**src/rtl/ext_intr_pkg.sv**
```systemverilog
// ext_intr_pkg: register map and shared constants for the external interrupt controller.
// The source count is a parameter of ext_intr_ctrl; EXT_INTR_MAX_SRC bounds it.
package ext_intr_pkg;

    localparam logic [3:0] EXT_INTR_PENDING = 4'h0;
    localparam logic [3:0] EXT_INTR_ENABLE  = 4'h4;
    localparam logic [3:0] EXT_INTR_TRIGGER = 4'h8;
    localparam logic [3:0] EXT_INTR_CLAIM   = 4'hC;

    localparam int EXT_INTR_MAX_SRC = 31;
    localparam int EXT_INTR_CLAIM_W = 5;

    // Claim code for a source index: 0 is reserved for "nothing pending".
    function automatic logic [EXT_INTR_CLAIM_W-1:0] ext_intr_claim_code(input int idx);
        return EXT_INTR_CLAIM_W'(idx + 1);
    endfunction

endpackage

```
**src/rtl/ext_intr_sync_edge.sv**
```systemverilog
// ext_intr_sync_edge: per-source sampler and rising-edge detector.
// With EXT_INTR_SYNC_EN defined, the request first passes a two-flop synchronizer.
module ext_intr_sync_edge (
    input  logic clk,
    input  logic resetn,
    input  logic i_irq,
    output logic o_s,
    output logic o_rise
);

    logic w_s;
    logic r_s_prev;

`ifdef EXT_INTR_SYNC_EN
    logic r_meta;
    logic r_sync;

    // Two-flop synchronizer for a request asynchronous to clk.
    always_ff @(posedge clk or negedge resetn) begin
        if (!resetn) begin
            r_meta <= 1'b0;
            r_sync <= 1'b0;
        end else begin
            r_meta <= i_irq;
            r_sync <= r_meta;
        end
    end

    assign w_s = r_sync;
`else
    assign w_s = i_irq;
`endif

    // Previous sample, for edge detection.
    always_ff @(posedge clk or negedge resetn) begin
        if (!resetn) begin
            r_s_prev <= 1'b0;
        end else begin
            r_s_prev <= w_s;
        end
    end

    assign o_s    = w_s;
    assign o_rise = w_s & ~r_s_prev;

endmodule

```
**src/rtl/ext_intr_ctrl.sv**
```systemverilog
// ext_intr_ctrl: gathers NUM_SRC request lines into the cpu7b ext_intr input.
// Define EXT_INTR_SYNC_EN to synchronize every source (adds two cycles of latency).
module ext_intr_ctrl
    import ext_intr_pkg::*;
#(
    parameter int NUM_SRC = 8
) (
    input  logic               clk,
    input  logic               resetn,
    input  logic [NUM_SRC-1:0] irq_src,
    input  logic               reg_en,
    input  logic               reg_we,
    input  logic [3:0]         reg_addr,
    input  logic [31:0]        reg_wdata,
    output logic [31:0]        reg_rdata,
    output logic               ext_intr
);

    logic [NUM_SRC-1:0]          w_s;
    logic [NUM_SRC-1:0]          w_rise;
    logic [NUM_SRC-1:0]          w_act;
    logic [NUM_SRC-1:0]          w_claim_oh;
    logic [NUM_SRC-1:0]          w_clr;
    logic [NUM_SRC-1:0]          w_pend_nxt;
    logic [NUM_SRC-1:0]          w_wdata;
    logic [NUM_SRC-1:0]          r_pend;
    logic [NUM_SRC-1:0]          r_en;
    logic [NUM_SRC-1:0]          r_trig;
    logic [3:0]                  w_addr;
    logic                        w_rd;
    logic                        w_wr;
    logic                        w_claim;
    logic                        w_unused;
    logic [EXT_INTR_CLAIM_W-1:0] w_claim_val;
    logic [31:0]                 w_rdata;
    logic [31:0]                 r_rdata;
    logic                        r_intr;

    genvar gi;
    generate
        for (gi = 0; gi < NUM_SRC; gi++) begin : g_src
            ext_intr_sync_edge u_sync (
                .clk    (clk),
                .resetn (resetn),
                .i_irq  (irq_src[gi]),
                .o_s    (w_s[gi]),
                .o_rise (w_rise[gi])
            );
        end
    endgenerate

    assign w_addr   = {reg_addr[3:2], 2'b00};
    assign w_wdata  = reg_wdata[NUM_SRC-1:0];
    assign w_unused = ^{reg_addr[1:0], reg_wdata[31:NUM_SRC]};
    assign w_rd     = reg_en & ~reg_we;
    assign w_wr     = reg_en & reg_we;
    assign w_claim  = w_rd & (w_addr == EXT_INTR_CLAIM);

    // Lowest-numbered active source wins the claim: isolate its bit.
    assign w_act      = r_pend & r_en;
    assign w_claim_oh = w_act & (~w_act + NUM_SRC'(1'b1));

    // Clears only matter to edge-type bits; level bits follow the sampler.
    assign w_clr      = ({NUM_SRC{w_wr & (w_addr == EXT_INTR_PENDING)}} & w_wdata)
                      | ({NUM_SRC{w_claim}} & w_claim_oh);
    assign w_pend_nxt = (~r_trig & w_s) | (r_trig & (w_rise | (r_pend & ~w_clr)));

    // Encode the one-hot claim winner as 1 + index.
    always_comb begin
        w_claim_val = {EXT_INTR_CLAIM_W{1'b0}};
        for (int i = 0; i < NUM_SRC; i++) begin
            w_claim_val = w_claim_val
                        | (w_claim_oh[i] ? ext_intr_claim_code(i) : {EXT_INTR_CLAIM_W{1'b0}});
        end
    end

    // Read mux, zero-extended to the bus width.
    always_comb begin
        case (w_addr)
            EXT_INTR_PENDING: w_rdata = 32'(r_pend);
            EXT_INTR_ENABLE:  w_rdata = 32'(r_en);
            EXT_INTR_TRIGGER: w_rdata = 32'(r_trig);
            EXT_INTR_CLAIM:   w_rdata = 32'(w_claim_val);
            default:          w_rdata = 32'h0000_0000;
        endcase
    end

    // Control registers and pending state.
    always_ff @(posedge clk or negedge resetn) begin
        if (!resetn) begin
            r_pend <= {NUM_SRC{1'b0}};
            r_en   <= {NUM_SRC{1'b0}};
            r_trig <= {NUM_SRC{1'b0}};
        end else begin
            r_pend <= w_pend_nxt;
            if (w_wr && (w_addr == EXT_INTR_ENABLE)) begin
                r_en <= w_wdata;
            end
            if (w_wr && (w_addr == EXT_INTR_TRIGGER)) begin
                r_trig <= w_wdata;
            end
        end
    end

    // Registered read data and interrupt output.
    always_ff @(posedge clk or negedge resetn) begin
        if (!resetn) begin
            r_rdata <= 32'h0000_0000;
            r_intr  <= 1'b0;
        end else begin
            if (w_rd) begin
                r_rdata <= w_rdata;
            end
            r_intr <= |w_act;
        end
    end

    assign reg_rdata = r_rdata;
    assign ext_intr  = r_intr;

endmodule

```
**config.mk**
```make
export PLATFORM = sky130hd
export DESIGN_NAME = ext_intr_ctrl
export DESIGN_NICKNAME = d
export VERILOG_FILES = /design/src/rtl/ext_intr_pkg.sv /design/src/rtl/ext_intr_sync_edge.sv /design/src/rtl/ext_intr_ctrl.sv
export SDC_FILE = /design/constraint.sdc
export NUM_CORES = 1
export LEC_CHECK = 0
export ABC_AREA = 0
export BUFFER_PORTS_ARGS = -buffer_cell sky130_fd_sc_hd__buf_2
export CORE_MARGIN = 2
export CORE_UTILIZATION = 40
export CTS_CLUSTER_DIAMETER = 30
export DETAILED_ROUTE_END_ITERATION = 10
export PLACE_DENSITY = 0.69
export SLEW_MARGIN = 20
export SYNTH_ARGS = -nofsm -noshare
export SYNTH_HDL_FRONTEND = slang
export SYNTH_HIERARCHICAL = 1
export SYNTH_SLANG_ARGS = --single-unit
```
**constraint.sdc**
```tcl
create_clock -name clk -period 1.44 [get_ports clk]
set_input_delay 0.288 -clock clk [delete_from_list [all_inputs] [get_ports clk]]
set_output_delay 0.288 -clock clk [all_outputs]
set_load 0.02 [all_outputs]
```
### Yosys cells after proc, flatten, opt, wreduce, memory -nomap -nowiden

Cells that the tools add are included.

* bits in registers: 65
* latch bits: 0
* memory bits (writable): 0
* memory bits (read-only): 0
* bits of input ports: 48
* output and inout bits: 33
* word-level logic and storage cells: 71
* memories: 0

* add/sub/neg operators: 1
* multiply operators: 0
* divide/modulo/power cells: 0
* order comparisons: 0
* eq/ne operators: 3
* shifts and indexed selects: 0
* muxes and demuxes: 9
* bitwise logic cells: 41
* reductions and logical operators: 4

Operators with widths (number)
* bitwise AND 8 bit: 7
* case mux 8 bit (4 select lines): 1
* inverter 8 bit: 3
* bitwise OR 8 bit: 3
* bitwise AND 1 bit: 12
* two-way mux 3 bit: 4
* inverter 1 bit: 9
* bitwise OR 3 bit: 3
* adder 8 x 1 -> 8 bit, second input constant: 1
* OR reduction 8 bit: 1
* equality test 2 bit, second input constant: 2
* zero test 4 bit: 1
* two-way mux 2 bit: 2
* two-way mux 4 bit: 1
* bitwise OR 3 x 4 -> 4 bit: 1
* bitwise OR 2 x 3 -> 3 bit: 1
* equality test 2 x 1 -> 1 bit, second input constant: 1
* logical AND 1 bit: 2
* bitwise OR 1 x 2 -> 2 bit: 1
* bitwise OR 2 bit: 1
* two-way mux 1 bit: 1

### Depth between registers and ports, before layout

* word-level depth: 13
* mapped depth: 6
* gate-level depth less buffers: 4

### Cells and area by module

Netlist, hierarchy kept.

By module, submodules not included
* ext_intr_ctrl: times used 1, cells an instance 180, area an instance 1873.0 um^2
* ext_intr_sync_edge: times used 8, cells an instance 3, area an instance 46.3 um^2

### Worst setup path after synthesis

OpenSTA, ideal clock, no wires.

* path kind: register to register
* start: reg r_pend[2]
* end: reg r_pend[4]
* setup time: 124 ps
* arrival: 1384 ps
* slack: -68 ps
* cell stages (with the launch flop): 5
* path buffers: 0
* cell sequence: dfrtp_1 a222oi_1 and3_2 a221oi_2 a211o_1

* word-level cells in the longest chain between the ends: 11

RTL lines
* start, declared: RTL line ext_intr_ctrl.sv:26 `logic [NUM_SRC-1:0] r_pend;`
* start signal, assigned: RTL line ext_intr_ctrl.sv:91 `r_pend <= {NUM_SRC{1'b0}};`
* start signal, assigned: RTL line ext_intr_ctrl.sv:95 `r_pend <= w_pend_nxt;`
* bitwise AND 8 bit: RTL line ext_intr_ctrl.sv:60 `assign w_act = r_pend & r_en;`
* inverter 8 bit: RTL line ext_intr_ctrl.sv:61 `assign w_claim_oh = w_act & (~w_act + NUM_SRC'(1'b1));`
* adder 8 x 1 -> 8 bit: RTL line ext_intr_ctrl.sv:61
* bitwise AND 8 bit: RTL line ext_intr_ctrl.sv:61
* bitwise AND 8 bit: RTL line ext_intr_ctrl.sv:65 `| ({NUM_SRC{w_claim}} & w_claim_oh);`
* bitwise OR 8 bit: RTL line ext_intr_ctrl.sv:65
* inverter 8 bit: RTL line ext_intr_ctrl.sv:66 `assign w_pend_nxt = (~r_trig & w_s) | (r_trig & (w_rise | (r_pend & ~w_clr)));`
* bitwise AND 8 bit: RTL line ext_intr_ctrl.sv:66
* bitwise OR 8 bit: RTL line ext_intr_ctrl.sv:66
* bitwise AND 8 bit: RTL line ext_intr_ctrl.sv:66
* bitwise OR 8 bit: RTL line ext_intr_ctrl.sv:66
* named net w_pend_nxt[4]: RTL line ext_intr_ctrl.sv:24 `logic [NUM_SRC-1:0] w_pend_nxt;`

The timed path passes the listed nets, and every way through them passes these cells.
A chain may end at the register's enable or synchronous reset.

### Worst setup path in the final report

* start: reg r_en[2]
* end: reg r_pend[4]

* word-level cells in the longest chain between the ends: 11

RTL lines
* start, declared: RTL line ext_intr_ctrl.sv:27 `logic [NUM_SRC-1:0] r_en;`
* start signal, assigned: RTL line ext_intr_ctrl.sv:92 `r_en <= {NUM_SRC{1'b0}};`
* start signal, assigned: RTL line ext_intr_ctrl.sv:97 `r_en <= w_wdata;`
* bitwise AND 8 bit: RTL line ext_intr_ctrl.sv:60
* inverter 8 bit: RTL line ext_intr_ctrl.sv:61
* adder 8 x 1 -> 8 bit: RTL line ext_intr_ctrl.sv:61
* bitwise AND 8 bit: RTL line ext_intr_ctrl.sv:61
* bitwise AND 8 bit: RTL line ext_intr_ctrl.sv:65
* bitwise OR 8 bit: RTL line ext_intr_ctrl.sv:65
* inverter 8 bit: RTL line ext_intr_ctrl.sv:66
* bitwise AND 8 bit: RTL line ext_intr_ctrl.sv:66
* bitwise OR 8 bit: RTL line ext_intr_ctrl.sv:66
* bitwise AND 8 bit: RTL line ext_intr_ctrl.sv:66
* bitwise OR 8 bit: RTL line ext_intr_ctrl.sv:66
* named net w_pend_nxt[4]: RTL line ext_intr_ctrl.sv:24

The timed path passes the listed nets, and every way through them passes these cells.

==> results.ini <==
[yosys]
synth_enable_flop_cells = 0
seq_area_frac_synth = 0.457
synth-compound-area-share = 0.131
synth_top_area_frac = 0.457
syn_inst = 204
synthMuxAreaShare = 0.132
yosysMostFrequentCell = dfrtp_1
synthesis.area_um2 = 2240
async_flop_share = 1.00
synth_top_area_cell = dfrtp_1
synth_top_family_by_area = simple AND/OR/NAND/NOR gates
synthAdderAreaFrac = 0
syn_area_per_cell_um2 = 11.0
synth_xor_area_frac = 0
synth_cell_type_count = 38
yosys-top-cells-area = dfrtp_1 (46%), buf_4 (11%), mux2_2 (10%)
yosys_most_used_dff = dfrtp_1
yosysWarnings = 6
synthTopCellsByCount = dfrtp_1 (41), buf_4 (33), nand2_1 (21)
synthSimpleGateAreaFrac = 0.154
synth_seq_cells = 41

[power_and_ir_drop]
power.density_nw_per_um2 = 1330
finalPower_mw = 3.52
leakage_nw = 1.24
irDropWorstVdd_uv = 485

[drt]
wl_um = 4770
drtPass1Iterations = 4
wl_per_cell_um = 14.7
drtIter0Drc = 118
num_vias = 1642
ant_nets = 0
drc = 0
via_per_inst = 5.05

[floorplan]
core-area_um2 = 5470
io_pins = 81
num_rows = 27
dieArea_um2 = 6220
start_util = 0.410
die_w_um = 78.9
fp.dieH_um = 78.9

[grt]
grt_antenna_before_repair = 0
grt_overflow_total = 0
grt_max_degree = 42
grt_pass1_vias = 1669
grt_usage = 0.165
grt_pass1_wl_um = 8020

[cts]
clk_latency_ps = 290
cts_tree = built
clockRootBuffer = clkbuf_8
clk_pin_slew_ps = 80
cts_buffers = 5
cts_max_level = 2
cts.path.max_buffers = 2
cts.sinks = 41

[critical_path]
path_buf_inv = 1
r2r_slack_ps = -50
critPathRequiredTime_ps = 1630
worst_setup_path_end_kind = register
crit_path_start_kind = register
regToRegStartpoint = r_en[2]
rr_worst_depth = 5
critPathMaxStageDelay_ps = 390
crit_family = compound AO/OA/AOI/OAI gates
worstSetupPathType = reg2reg
cp_slowest_cell = dfrtp_1
arrival_ps = 1680
crit_chain = a222oi_1 -> buf_4 -> and3_4 -> a221oi_2 -> a211o_1
critical_path_peak_fanout = 4
worstReg2RegEnd = r_pend[4]

[final_layout]
drive_gt1_frac = 0.379
final_util = 0.484
nets = 300
antenna_cells = 0
areaGrowthSynthToFinish_pct = 18.0

[timing]
fin_worst_skew_ps = 6.34
final.min_clock_period_ps = 1490
hold_viol = 0
rsz0062_at_grt = true
max_freq_mhz = 669
period_share = 1.04
setup_tns_ps = -128
setup_viol = 4
holdWs_ps = 127
slew_viol_final = 0
fin_ws_ps = -54.9

[flow_run]
drv_cap = 0

[run_status]
status = finished with violations
failed_checks = negative setup slack

[placed_design]
place_ws_ps = -105
dp.final_hpwl_um = 3510
place_congestion = 0.842
io_buffers = 30

[hold_path]
whs_path_depth = 1
min_to = g_src[7].u_sync/r_s_prev
hold_path_class = in2reg
hold_start = irq_src[7]

-- registers in the layout, summed over array words and instances (netlist names) --
register	cells
ext_intr	1
r_en	8
g_src.u_sync/r_s_prev	8
r_pend	8
reg_rdata	8
r_trig	8
-- through the flow --
stage	instances	instance area (µm²)
floorplan	227	2340
global placement	315	2500
detailed placement	315	2500
CTS	325	2640
global route	325	2650
finish	325	2650
-- logic make-up (layout without fill, tap and decap cells) --
family | Yosys count | count (layout)
and+or+nand+nor | 56 | 56
other | 1 | 24
muxes | 27 | 27
buffers and inverters | 40 | 66
AOI/OAI and AO/OA | 39 | 39
DFF | 41 | 41
-- metal layers --
metal / share of wire / vias up / GRT usage / routed length [µm]
met5: 0 / - / 0 / 0
met4: 0.0086 / 0 / 0.0466 / 41
met3: 0.061 / 4 / 0.0443 / 289
met2: 0.46 / 64 / 0.261 / 2190
met1: 0.47 / 798 / 0.226 / 2250
li1: - / 776 / - / -
-- cells in the final DEF (no fill, tap or decap), drive strengths merged, types with 2 or more instances in the layout --
cell | Yosys | routed
buf | 36 | 54
nand2b | 2 | 2
a221o | 3 | 3
a221oi | 4 | 4
clkbuf | 1 | 6
nand4 | 6 | 6
o211ai | 2 | 2
o21ai | 5 | 5
mux2i | 7 | 7
conb | 1 | 24
mux2 | 20 | 20
o22a | 2 | 2
nor2b | 11 | 11
nand2 | 21 | 21
dfrtp | 41 | 41
inv | 3 | 3
a22oi | 2 | 2
nand3 | 4 | 4
nor2 | 8 | 8
a21oi | 9 | 9
o2111ai | 2 | 2
a222oi | 2 | 2
-- report_power, final --
part	switching (mW)	total, mW	leakage, nW	internal [mW]
clock	0.409	0.973	0.0574	0.564
combinational	0.518	1.00	0.699	0.484
sequential	0.175	1.54	0.484	1.37
-- area by class of cell --
cell class / count / area, µm²
fillers: 523 / 2830
multi-input cells: 146 / 1050
flip-flops and latches: 41 / 1030
repair buffers: 55 / 353
well taps: 72 / 90.1
clock buffers: 6 / 82.6
clock inverters: 2 / 37.5
inverters: 3 / 11.3
-- timing repair --
| item | 4_1_cts | 5_1_grt |
|---|---|---|
| buffers inserted | 1 | 0 |
| pin swaps | 2 | 1 |
| setup endpoints to repair | 8 | 8 |
| hold endpoints to repair | 41 | 0 |
| gates resized for setup | 1 | 1 |
| hold buffers | 1 | 0 |
-- worst max path at each step --
| stage | from | to | depth (start not counted) |
|---|---|---|---|
| final | r_en[2] | r_pend[4] | 5 |
| after global routing | r_en[2] | r_pend[7] | 6 |
| after CTS | r_pend[2] | r_pend[4] | 5 |
| after detailed placement | r_en[2] | r_pend[5] | 4 |
| after global placement | r_en[2] | r_pend[5] | 4 |
| after floorplan | r_en[2] | r_pend[5] | 4 |
(Power assumes the default switching activity.)
